<file path="src/rtl/iob_regpipe_ibex_pkg.sv">
// Shared defaults for the iob_regpipe_ibex pipeline register chain.
package iob_regpipe_ibex_pkg;

  localparam int unsigned DEF_DATA_W  = 32;
  localparam int unsigned DEF_DEPTH   = 2;
  localparam int unsigned DEF_RST_VAL = 0;
  localparam int unsigned MAX_DEPTH   = 16;

endpackage

</file>
<file path="src/rtl/iob_regpipe_stage_ibex.sv">
// One valid/data stage of the register pipeline with reset > flush > load priority.
module iob_regpipe_stage_ibex
  import iob_regpipe_ibex_pkg::*;
#(
  parameter int unsigned       DATA_W  = DEF_DATA_W,
  parameter logic [DATA_W-1:0] RST_VAL = DATA_W'(DEF_RST_VAL)
) (
  input  logic              clk_i,
  input  logic              rst_i,
  input  logic              flush_i,
  input  logic              load_i,
  input  logic              src_valid_i,
  input  logic [DATA_W-1:0] src_data_i,
  output logic              valid_o,
  output logic [DATA_W-1:0] data_o
);

  // Data is only written with a valid source word so bubbles never toggle it.
  always_ff @(posedge clk_i) begin
    if (rst_i || flush_i) begin
      valid_o <= 1'b0;
      data_o  <= RST_VAL;
    end else if (load_i) begin
      valid_o <= src_valid_i;
      if (src_valid_i) begin
        data_o <= src_data_i;
      end
    end
  end

endmodule

</file>
<file path="src/rtl/iob_regpipe_ibex.sv">
// DEPTH-stage valid/ready register pipeline with flush, clock enable and occupancy count.
module iob_regpipe_ibex
  import iob_regpipe_ibex_pkg::*;
#(
  parameter int unsigned       DATA_W  = DEF_DATA_W,
  parameter int unsigned       DEPTH   = DEF_DEPTH,
  parameter logic [DATA_W-1:0] RST_VAL = DATA_W'(DEF_RST_VAL),
  localparam int unsigned      CNT_W   = $clog2(DEPTH + 1)
) (
  input  logic              clk_i,
  input  logic              rst_i,
  input  logic              cke_i,
  input  logic              flush_i,
  input  logic              in_valid_i,
  output logic              in_ready_o,
  input  logic [DATA_W-1:0] in_data_i,
  output logic              out_valid_o,
  input  logic              out_ready_i,
  output logic [DATA_W-1:0] out_data_o,
  output logic [CNT_W-1:0]  level_o
);

  logic [DEPTH-1:0]  valid_q;
  logic [DEPTH-1:0]  adv;
  logic [DEPTH-1:0]  src_valid;
  logic [DATA_W-1:0] data_q   [DEPTH];
  logic [DATA_W-1:0] src_data [DEPTH];
  logic              clr;
  logic              run;
  logic              in_xfer;
  logic              out_xfer;
  logic [CNT_W-1:0]  level_q;

  assign clr = rst_i | flush_i;
  assign run = cke_i & ~clr;

  // A stage may advance if it is empty or everything downstream of it can move.
  always_comb begin
    adv            = '0;
    adv[DEPTH-1]   = ~valid_q[DEPTH-1] | out_ready_i;
    for (int k = int'(DEPTH) - 2; k >= 0; k--) begin
      adv[k] = ~valid_q[k] | adv[k+1];
    end
  end

  for (genvar k = 0; k < DEPTH; k++) begin : g_stage
    if (k == 0) begin : g_src_in
      assign src_valid[k] = in_valid_i;
      assign src_data[k]  = in_data_i;
    end else begin : g_src_prev
      assign src_valid[k] = valid_q[k-1];
      assign src_data[k]  = data_q[k-1];
    end

    iob_regpipe_stage_ibex #(
      .DATA_W (DATA_W),
      .RST_VAL(RST_VAL)
    ) u_stage (
      .clk_i      (clk_i),
      .rst_i      (rst_i),
      .flush_i    (flush_i),
      .load_i     (run & adv[k]),
      .src_valid_i(src_valid[k]),
      .src_data_i (src_data[k]),
      .valid_o    (valid_q[k]),
      .data_o     (data_q[k])
    );
  end

  assign in_ready_o  = run & adv[0];
  assign out_valid_o = valid_q[DEPTH-1];
  assign out_data_o  = data_q[DEPTH-1];

  assign in_xfer  = in_valid_i & in_ready_o;
  assign out_xfer = valid_q[DEPTH-1] & out_ready_i & run;

  // Occupancy tracks transfers on the same edge as the stages.
  always_ff @(posedge clk_i) begin
    if (clr) begin
      level_q <= '0;
    end else begin
      level_q <= level_q + CNT_W'(in_xfer) - CNT_W'(out_xfer);
    end
  end

  assign level_o = level_q;

endmodule

</file>
<file path="config.mk">
export PLATFORM = sky130hd
export DESIGN_NAME = iob_regpipe_ibex
export DESIGN_NICKNAME = d
export VERILOG_FILES = /design/src/rtl/iob_regpipe_ibex_pkg.sv /design/src/rtl/iob_regpipe_stage_ibex.sv /design/src/rtl/iob_regpipe_ibex.sv
export SDC_FILE = /design/constraint.sdc
export NUM_CORES = 1
export LEC_CHECK = 0
export BUFFER_PORTS_ARGS = -buffer_cell sky130_fd_sc_hd__buf_2
export CELL_PAD_IN_SITES_DETAIL_PLACEMENT = 1
export CELL_PAD_IN_SITES_GLOBAL_PLACEMENT = 1
export CORE_MARGIN = 1.5
export CORE_UTILIZATION = 45
export DETAILED_ROUTE_END_ITERATION = 10
export PLACE_DENSITY = 0.93
export SLEW_MARGIN = 20
export SYNTH_ARGS = -nofsm -noshare
export SYNTH_HDL_FRONTEND = slang
export SYNTH_HIERARCHICAL = 1
export SYNTH_SLANG_ARGS = --single-unit
</file>
<file path="constraint.sdc">
create_clock -name clk_i -period 3.2 [get_ports clk_i]
set_clock_uncertainty 0.1 [all_clocks]
set_input_delay 0 -clock clk_i [delete_from_list [all_inputs] [get_ports clk_i]]
set_output_delay 0 -clock clk_i [all_outputs]
set_load 0.03 [all_outputs]
</file>
==> results of run 1 <==
## what timing repair did
action / in CTS / in global routing
hold buffers: 35 / 0
hold endpoints to repair: 34 / 0
setup endpoints to repair: 0 / 0
## area by class of cell
| cell class | instances | area [µm²] |
|---|---|---|
| sequential | 68 | 1360 |
| tap | 99 | 124 |
| inverter | 1 | 3.75 |
| timing repair buffer | 114 | 761 |
| multi-input combinational | 210 | 1650 |
| clock inverter | 2 | 35.0 |
| clock buffer | 12 | 155 |
| fill | 812 | 3080 |
## flip-flops by register name, indices dropped and copies added, names as in the netlist
register	flops
g_stage.u_stage/data_o	64
g_stage.u_stage/valid_o	2
level_o	2
## how the worst max path moves through the flow
stage | startpoint | depth (start not counted) | endpoint | slack (ps)
floorplan | g_stage[1].u_stage/valid_o | 6 | g_stage[0].u_stage/data_o[10] | 1440
global placement | g_stage[1].u_stage/valid_o | 5 | g_stage[0].u_stage/data_o[0] | 1590
finish | flush_i | 10 | level_o[1] | 870
CTS | flush_i | 10 | level_o[1] | 890
global route | flush_i | 10 | level_o[1] | 740
detailed placement | flush_i | 6 | g_stage[1].u_stage/data_o[29] | 1480
## kinds of logic after synthesis
logic type | count (synthesis) | synth area share, %
buf+inv | 37 | 9.04
simple gates | 77 | 12.1
fa+ha+maj | 2 | 0.756
compound gates | 128 | 35.6
flops | 68 | 41.1
xor+xnor | 1 | 0.681
mux | 2 | 0.605
## layer usage
layer  GRT usage [%]  share of wire, %  up-vias
met3            3.36               2.3       21
li1                -                 -     1300
met4            10.5               2.6        0
met5               0                 0        -
met2            40.2                50       59
met1            27.6                45     1335
## worst max-delay path, cell delays in order
cell           delay (ps)
dlygate4sd3_1         520
buf_2                 140
nor2_1                250
and4_1                260
ha_1                  230
inv_1                  60
ha_1                  140
xnor3_1               220
nor3_2                100
dlygate4sd3_1         570
## stage by stage
| stage | power, mW | cell area [µm²] | cells | utilization, % |
|---|---|---|---|---|
| 6_report | 1.69 | 4090 | 506 | 57.0 |
| 5_1_grt | 1.75 | 4090 | 506 | 57.0 |
| 4_1_cts | 1.70 | 4090 | 506 | 57.0 |
| 3_5_place_dp | 0.975 | 3550 | 457 | 49.5 |
| 3_3_place_gp | 0.971 | 3550 | 457 | 49.5 |
| 2_1_floorplan | 0.953 | 3310 | 315 | - |
## power by group through the flow
| stage | clock (mW) | sequential (mW) | combinational [mW] |
|---|---|---|---|
| floorplan | 0 | 0.871 | 0.0823 |
| global placement | 0 | 0.871 | 0.101 |
| detailed placement | 0 | 0.871 | 0.104 |
| CTS | 0.715 | 0.851 | 0.138 |
| global route | 0.745 | 0.851 | 0.151 |
| finish | 0.698 | 0.852 | 0.140 |
## placed cells by master (no fill, tap or decap), types with 2 or more instances in the layout
master / instances
clkbuf_8: 11
a21bo_2: 10
a21bo_1: 54
dfxtp_1: 67
or2_2: 2
mux2i_1: 2
a21oi_2: 58
nand3_1: 64
and3_2: 2
buf_4: 6
dlygate4sd3_1: 35
nor2_1: 3
buf_2: 73
a21oi_1: 6
ha_1: 2
==> flow_summary.json, run 1 <==
{
  "status": "finished, final reports clean",
  "post_cts_buffers": 0,
  "tns_ps": 0,
  "yosysTopAreaCell": "dfxtp_1",
  "clk_pin_slew_ps": 70,
  "grt-ovfl-total": 0,
  "worstPathMaxFanout": 5,
  "leakage_nw": 1.55,
  "die_y_um": 88.7,
  "diodes": 0,
  "tightest_slew_ps": 1030,
  "io_pins": 74,
  "cts_max_level": 3,
  "gp_congestion": 0.702,
  "hold_depth": 4,
  "crit_type": "in2reg",
  "grt_max_degree": 67,
  "post_cts_resized": 0,
  "intPower_mw": 1.30,
  "seqPwrFrac_pct": 50.4,
  "drv_cap": 0,
  "dr.pass1.iters": 4,
  "antenna_found_initial": 0,
  "hp-class": "in2reg",
  "viasPerCell": 5.37,
  "vias": 2715,
  "setup_slack_ps": 869,
  "dp_hpwl_um": 4770,
  "synth-seq-cells": 68,
  "r2r-end": "level_o[1]",
  "grt_pass1_vias": 2793,
  "cts_inserted_buffers": 9,
  "final_hold_viol_count": 0,
  "fin_crit_ps": 2330,
  "cp-end-kind": "flip-flop",
  "setup_violations": 0,
  "reg2reg_depth": 8,
  "whs_ps": 205,
  "reg2reg_slack_ps": 1110,
  "io_buffers": 73,
  "start_util_pct": 46.1,
  "fmax_mhz": 429,
  "synth.distinct_cells": 22,
  "syn_to_final_growth_pct": 23.7,
  "insertion_delay_ps": 330,
  "finalNetCount": 444,
  "coreArea_um2": 7180,
  "wl_per_cell_um": 17.1,
  "power_frac_comb_pct": 8.3,
  "ys.flop_type": "dfxtp_1",
  "dieArea_um2": 7870,
  "switching_power_mw": 0.388,
  "required_ps": 3370,
  "tritoncts": "yes",
  "peakVddDrop_mv": 0.197,
  "post_route_cells_drive_above_1_share_pct": 40.8,
  "syn_avg_cell_area_um2": 10.5,
  "clk_path_buf_depth": 2,
  "core.rowCount": 31,
  "holdCritStartpoint": "cke_i",
  "yosysWarnings": 6,
  "netlist_area_um2": 3310,
  "cp.arrival_ps": 2500,
  "slew_headroom_pct": 31.2,
  "synth_nets": 355,
  "async_flop_share_pct": 0,
  "cts.sinks": 68,
  "swShare_pct": 23.0,
  "synthesis.instances": 315,
  "track_usage_pct": 22.9,
  "synth_most_common_cell": "dfxtp_1",
  "pwr-share-clk_pct": 41.3,
  "ant_nets": 0,
  "synth_seq_area_share_pct": 41.1,
  "r2r-start": "g_stage[1].u_stage/valid_o",
  "synth_top_area_share_pct": 41.1,
  "grt_setup_unrepaired": "false",
  "power_density_nw_per_um2": 413,
  "cp-start-kind": "input pin",
  "synthTopCellsByArea": "dfxtp_1 41%, a21bo_1 16%, a21oi_2 15%, nand3_1 9.7%, buf_6 5.4%",
  "slew_viol_final": 0,
  "min_period_over_period_pct": 72.9,
  "synth-edff-count": 0,
  "grt_pass1_wl_um": 13900,
  "route.detailed.drc": 0,
  "cts_root_buf": "clkbuf_8",
  "yosys-top-cells-count": "68 x dfxtp_1, 64 x nand3_1, 58 x a21oi_2",
  "post-place-ws_ps": 1480,
  "wl_um": 8650,
  "min_to": "g_stage[1].u_stage/data_o[24]",
  "drt-initial-drc-count": 97,
  "die_x_um": 88.7
}
Note: power is estimated with default switching activity, not from simulation.
==> run 2, diff against run 1 <==
CORE_UTILIZATION = 38   (was 45)
PLACE_DENSITY = 0.84   (was 0.93)
clock period = 1.95 ns   (was 3.2 ns; I/O delays follow)
==> run 2 against run 1 <==
First-iteration DRC count down 13%. Clock power up 56%. Sequential power up 64%. Combinational power up 68%. Highest routed layer unchanged. Wire length down 7.6%. Non-clock buffer count down 2. Sequential cell count unchanged.
==> flow_summary.json, run 2 (synthesis results as in run 1) <==
{
  "status": "finished, final reports clean",
  "cts.sinks": 68,
  "die_x_um": 96.3,
  "grt_setup_unrepaired": "false",
  "track_usage_pct": 18.2,
  "grt_max_degree": 67,
  "post-place-ws_ps": 373,
  "grt_pass1_vias": 2656,
  "vias": 2643,
  "hold_depth": 5,
  "switching_power_mw": 0.664,
  "tightest_slew_ps": 1010,
  "cp-start-kind": "input pin",
  "wl_met2_um": 3860,
  "dieArea_um2": 9270,
  "pwr-share-clk_pct": 40.1,
  "slew_viol_final": 0,
  "dr.pass1.iters": 4,
  "whs_ps": 240,
  "power_frac_comb_pct": 8.6,
  "setup_violations": 0,
  "antenna_found_initial": 0,
  "die_y_um": 96.3,
  "final_common_cell": "buf_2",
  "min_period_over_period_pct": 94.4,
  "setup_slack_ps": 109,
  "dp_hpwl_um": 4380,
  "reg2reg_slack_ps": 370,
  "wl_per_cell_um": 15.6,
  "viasPerCell": 5.16,
  "gp_congestion": 0.673,
  "clk_path_buf_depth": 2,
  "fin_crit_ps": 1840,
  "min_to": "level_o[1]",
  "tritoncts": "yes",
  "core.rowCount": 33,
  "grt-ovfl-total": 0,
  "layout_common_cells": "73 x buf_2, 67 x dfxtp_1, 64 x nand3_1",
  "swShare_pct": 24.4,
  "cts_root_buf": "clkbuf_8",
  "tns_ps": 0,
  "hp-class": "in2reg",
  "diodes": 0,
  "regMostFlops": "g_stage.u_stage/data_o",
  "r2r-start": "g_stage[1].u_stage/valid_o",
  "holdCritStartpoint": "cke_i",
  "intPower_mw": 2.06,
  "ant_nets": 0,
  "clk_pin_slew_ps": 80,
  "largest_reg_flops": 64,
  "post_route_cells_drive_above_1_share_pct": 41.0,
  "slew_headroom_pct": 32.7,
  "crit_type": "in2out",
  "peakVddDrop_mv": 0.271,
  "r2r-end": "level_o[1]",
  "cts_max_level": 3,
  "finalNonFillerCells": 512,
  "grt_pass1_wl_um": 13000,
  "drt-initial-drc-count": 84,
  "coreArea_um2": 8340,
  "insertion_delay_ps": 320,
  "design_area_um2": 4120,
  "drv_cap": 0,
  "leakage_nw": 1.54,
  "route.detailed.drc": 0,
  "io_buffers": 73,
  "post_cts_buffers": 0,
  "cts_inserted_buffers": 9,
  "cp.arrival_ps": 1740,
  "syn_to_final_growth_pct": 24.5,
  "final_hold_viol_count": 0,
  "wl_um": 7990,
  "required_ps": 1850,
  "io_pins": 74,
  "dp.cells": 462,
  "power_density_nw_per_um2": 662,
  "top_layer": "met4",
  "start_util_pct": 39.7,
  "worstPathMaxFanout": 66,
  "cp-end-kind": "output pin",
  "seqPwrFrac_pct": 51.3,
  "fmax_mhz": 543,
  "place_area_um2": 3590,
  "m1WireLength_um": 3860,
  "total_power_mw": 2.72,
  "finalNetCount": 442,
  "final_util_pct": 49.4,
  "reg2reg_depth": 7,
  "met3_length_um": 210
}
run 2: cell types whose count changed in the layout (fill, tap and decap cells not counted):
cell,change
buf_12,+3
dlygate4sd3_1,-1
clkbuf_8,+1
buf_4,-4
bufinv_16,-1
clkinvlp_4,+2
run 2: cell type report:
cell class,instances,area [µm²]
Clock buffer,13,169
Clock inverter,3,20.0
Fill cell,941,4220
Inverter,1,3.75
Multi-Input combinational cell,210,1650
Sequential cell,68,1360
Tap cell,105,131
Timing Repair Buffer,112,781
run 2: critical path, stage by stage:
cell and delay, ps:
dlygate4sd3_1 530, buf_2 150, nor2_1 240, and3_2 260
buf_12 250, buf_2 260
run 2: per-layer routing:
metal,up-vias,global-route usage [%]
met4,0,6.52
met1,1298,23.7
met5,-,0
li1,1296,-
met2,44,30.2
met3,5,3.32
run 2: worst max path at each step:
stage | from | end | slack (ps) | depth (start not counted)
after floorplan | g_stage[1].u_stage/valid_o | g_stage[0].u_stage/data_o[10] | 190 | 6
after global placement | g_stage[1].u_stage/valid_o | level_o[1] | 490 | 7
after detailed placement | g_stage[1].u_stage/valid_o | level_o[1] | 370 | 7
after CTS | flush_i | in_ready_o | 160 | 6
after global routing | flush_i | in_ready_o | 40 | 6
final | flush_i | in_ready_o | 110 | 6
run 2: timing repair:
| item | in CTS | in global routing |
|---|---|---|
| hold endpoints to repair | 34 | 0 |
| hold buffers | 34 | 0 |
| endpoints found under the setup margin | 0 | 0 |
| resized for setup | 0 | 0 |
run 2: power groups by stage:
stage | Combinational (mW) | Sequential (mW) | Clock, mW
final | 0.235 | 1.40 | 1.09
after global routing | 0.255 | 1.40 | 1.19
after detailed placement | 0.181 | 1.43 | 0
after CTS | 0.234 | 1.40 | 1.13
after floorplan | 0.135 | 1.43 | 0
after global placement | 0.176 | 1.43 | 0
==> run 3, diff against run 2 <==
CORE_UTILIZATION = 36   (was 38)
SYNTH_HIERARCHICAL = default   (was 1)
==> run 3 against run 2 <==
Setup slack worse by 25 ps. Non-clock buffer count is 3 higher. Critical path type is now reg2reg. Clock-buffer cell count is 3 lower. Sequential share of layout area is 4.2 points higher. Wire length is 20% lower. Synthesized cell count is 5.7% lower. Register-to-register slack worse by 290 ps. Fmax is 1.3% lower. Hold slack worse by 42 ps.
==> flow_summary.json, run 3 <==
{
  "yosysTopAreaCell": "dfxtp_1",
  "post_route_cells_drive_above_1_share_pct": 26.4,
  "synth-edff-count": 0,
  "slowest_stage": "dfxtp_4",
  "track_usage_pct": 16.1,
  "io_buffers": 73,
  "max_stage_delay_ps": 350,
  "insertion_delay_ps": 340,
  "vias": 2114,
  "antenna_found_initial": 0,
  "min_period_over_period_pct": 95.7,
  "async_flop_share_pct": 0,
  "synth.distinct_cells": 23,
  "start_util_pct": 37.4,
  "final_common_cell": "buf_2",
  "clk_path_buf_depth": 2,
  "synth_nets": 337,
  "synthesis.instances": 297,
  "dp_hpwl_um": 3960,
  "cts_max_level": 3,
  "hold_depth": 6,
  "synth_seq_area_share_pct": 46.9,
  "r2r-end": "level_o[1]",
  "finalNetCount": 417,
  "drv_cap": 0,
  "viasPerCell": 4.37,
  "wl_um": 6370,
  "post_cts_resized": 0,
  "syn_avg_cell_area_um2": 9.77,
  "slew_headroom_pct": 55.2,
  "reg2reg_slack_ps": 80,
  "ys.flop_type": "dfxtp_1",
  "crit_type": "reg2reg",
  "coreArea_um2": 7770,
  "grt_setup_unrepaired": "false",
  "holdCritStartpoint": "out_ready_i",
  "synth_most_common_cell": "dfxtp_1",
  "synth_top_area_share_pct": 46.9,
  "r2r-start": "g_stage[1].u_stage.valid_o",
  "core.rowCount": 32,
  "power_density_nw_per_um2": 752,
  "clk_pin_slew_ps": 70,
  "min_to": "level_o[1]",
  "ant_nets": 0,
  "design_area_um2": 3660,
  "grt_pass1_vias": 2324,
  "fin_crit_ps": 1870,
  "cp-end-kind": "flip-flop",
  "diodes": 0,
  "cts_root_buf": "clkbuf_8",
  "io_pins": 74,
  "die_y_um": 92.8,
  "leakage_nw": 1.83,
  "cp_cell_sequence": "nor2b_4 > a211o_2 > ha_4 > inv_1 > ha_2 > xor2_1 > xnor2_1 > nor2_1",
  "netlist_area_um2": 2900,
  "required_ps": 2070,
  "hp-class": "in2reg",
  "regMostFlops": "g_stage.u_stage.data_o",
  "yosys-top-cells-count": "68 x dfxtp_1, 67 x nand2_1, 64 x mux2i_1",
  "dr.pass1.iters": 3,
  "slew_viol_final": 0,
  "total_power_mw": 2.75,
  "dieArea_um2": 8610,
  "place_area_um2": 3080,
  "wl_per_cell_um": 13.2,
  "worstPathMaxFanout": 4,
  "die_x_um": 92.8,
  "cts.sinks": 68,
  "post_cts_buffers": 0,
  "yosysWarnings": 0,
  "layout_common_cells": "73 x buf_2, 67 x nand2_1, 67 x dfxtp_1",
  "tritoncts": "yes",
  "cp-start-kind": "flip-flop",
  "startpoint": "g_stage[1].u_stage.valid_o",
  "status": "finished, final reports clean",
  "gp_congestion": 0.696,
  "drt-initial-drc-count": 27,
  "setup_violations": 0,
  "synthTopCellsByArea": "dfxtp_1 47%, mux2i_1 22%, nand2_1 8.7%, buf_4 8.3%, inv_1 4.5%",
  "final_hold_viol_count": 0,
  "grt_pass1_wl_um": 10600,
  "grt_max_degree": 67,
  "grt-ovfl-total": 0,
  "syn_to_final_growth_pct": 26.1,
  "tightest_slew_ps": 672,
  "synth-seq-cells": 68,
  "reg2reg_depth": 8,
  "peakVddDrop_mv": 0.304,
  "largest_reg_flops": 64,
  "cts_inserted_buffers": 9,
  "cp.arrival_ps": 1990,
  "fmax_mhz": 536,
  "route.detailed.drc": 0
}
run 3: cell types whose count changed after synthesis, moves of 4 or more:
cell     delta
a21bo_2    -10
a21oi_1     -4
buf_6      -12
nand2_1    +67
inv_1      +34
buf_4      +26
buf_2      -12
nand3_1    -64
a21oi_2    -58
a21bo_1    -54
mux2i_1    +62
run 3: metal layers:
metal  up-vias  track usage (%)  wire length (µm)
li1       1058                -                 -
met4         0             8.08               143
met5         -                0                 0
met2        49             31.1              3480
met1       993             15.8              2540
met3        14             3.53               200
run 3: worst max path at each step:
stage | endpoint | slack [ps] | cells past startpoint
detailed placement | level_o[1] | 80 | 8
finish | level_o[1] | 80 | 8
global placement | level_o[1] | 160 | 8
floorplan | level_o[1] | -90 | 10
global route | level_o[1] | 8 | 8
CTS | level_o[1] | 60 | 8
run 3: repair_timing:
action / in CTS / in global routing
endpoints found under the setup margin: 0 / 0
hold buffers: 38 / 0
endpoints found under the hold margin: 35 / 0
run 3: stage by stage:
| step | hold WS, ps | util (%) | setup TNS [ps] | instances | worst slack [ps] |
|---|---|---|---|---|---|
| 5_1_grt | 220 | 47.1 | 0 | 484 | 7.76 |
| 6_report | 198 | 47.1 | 0 | 484 | 84.3 |
| 4_1_cts | 182 | 47.1 | 0 | 484 | 60.2 |
| 3_5_place_dp | 145 | 39.6 | 0 | 430 | 82.8 |
| 2_1_floorplan | 32.3 | - | -87.6 | 297 | -87.6 |
| 3_3_place_gp | 140 | 39.6 | 0 | 430 | 158 |
run 3: final cells by class:
class                   instances  area [µm²]
clock buffers                  10         138
clock inverters                 6        63.8
fillers                       905        4110
inverters                      35         131
multi-input cells             148        1060
flip-flops and latches         68        1370
well taps                     102         128
repair buffers                115         776
run 3: report_power, final:
part	total (mW)	switching [mW]	internal (mW)
registers	1.41	0.00503	1.40
clock network	1.16	0.535	0.623
logic	0.186	0.0839	0.103
total	2.75	0.624	2.13
run 3: cells by family (layout without fill, tap and decap cells):
group / after synthesis / in the layout / share of synthesized area (%)
flip-flops: 68 / 68 / 46.9
XOR/XNOR: 2 / 2 / 0.604
AO/OA/AOI/OAI: 6 / 6 / 1.34
multiplexers: 64 / 64 / 22.1
adder cells (fa/ha/maj): 2 / 2 / 0.862
buffers and inverters: 81 / 166 / 17.4
AND/OR/NAND/NOR: 74 / 74 / 10.8
run 3: worst max-delay path: cells and delay by family, from the launching register on:
kind,cells,cell delay [ps]
adders and majority gates,2,410
DFF,1,350
AOI/OAI and AO/OA,1,330
xor gates and xnor gates,2,310
and+or+nand+nor,2,190
buffers and inverters,1,60
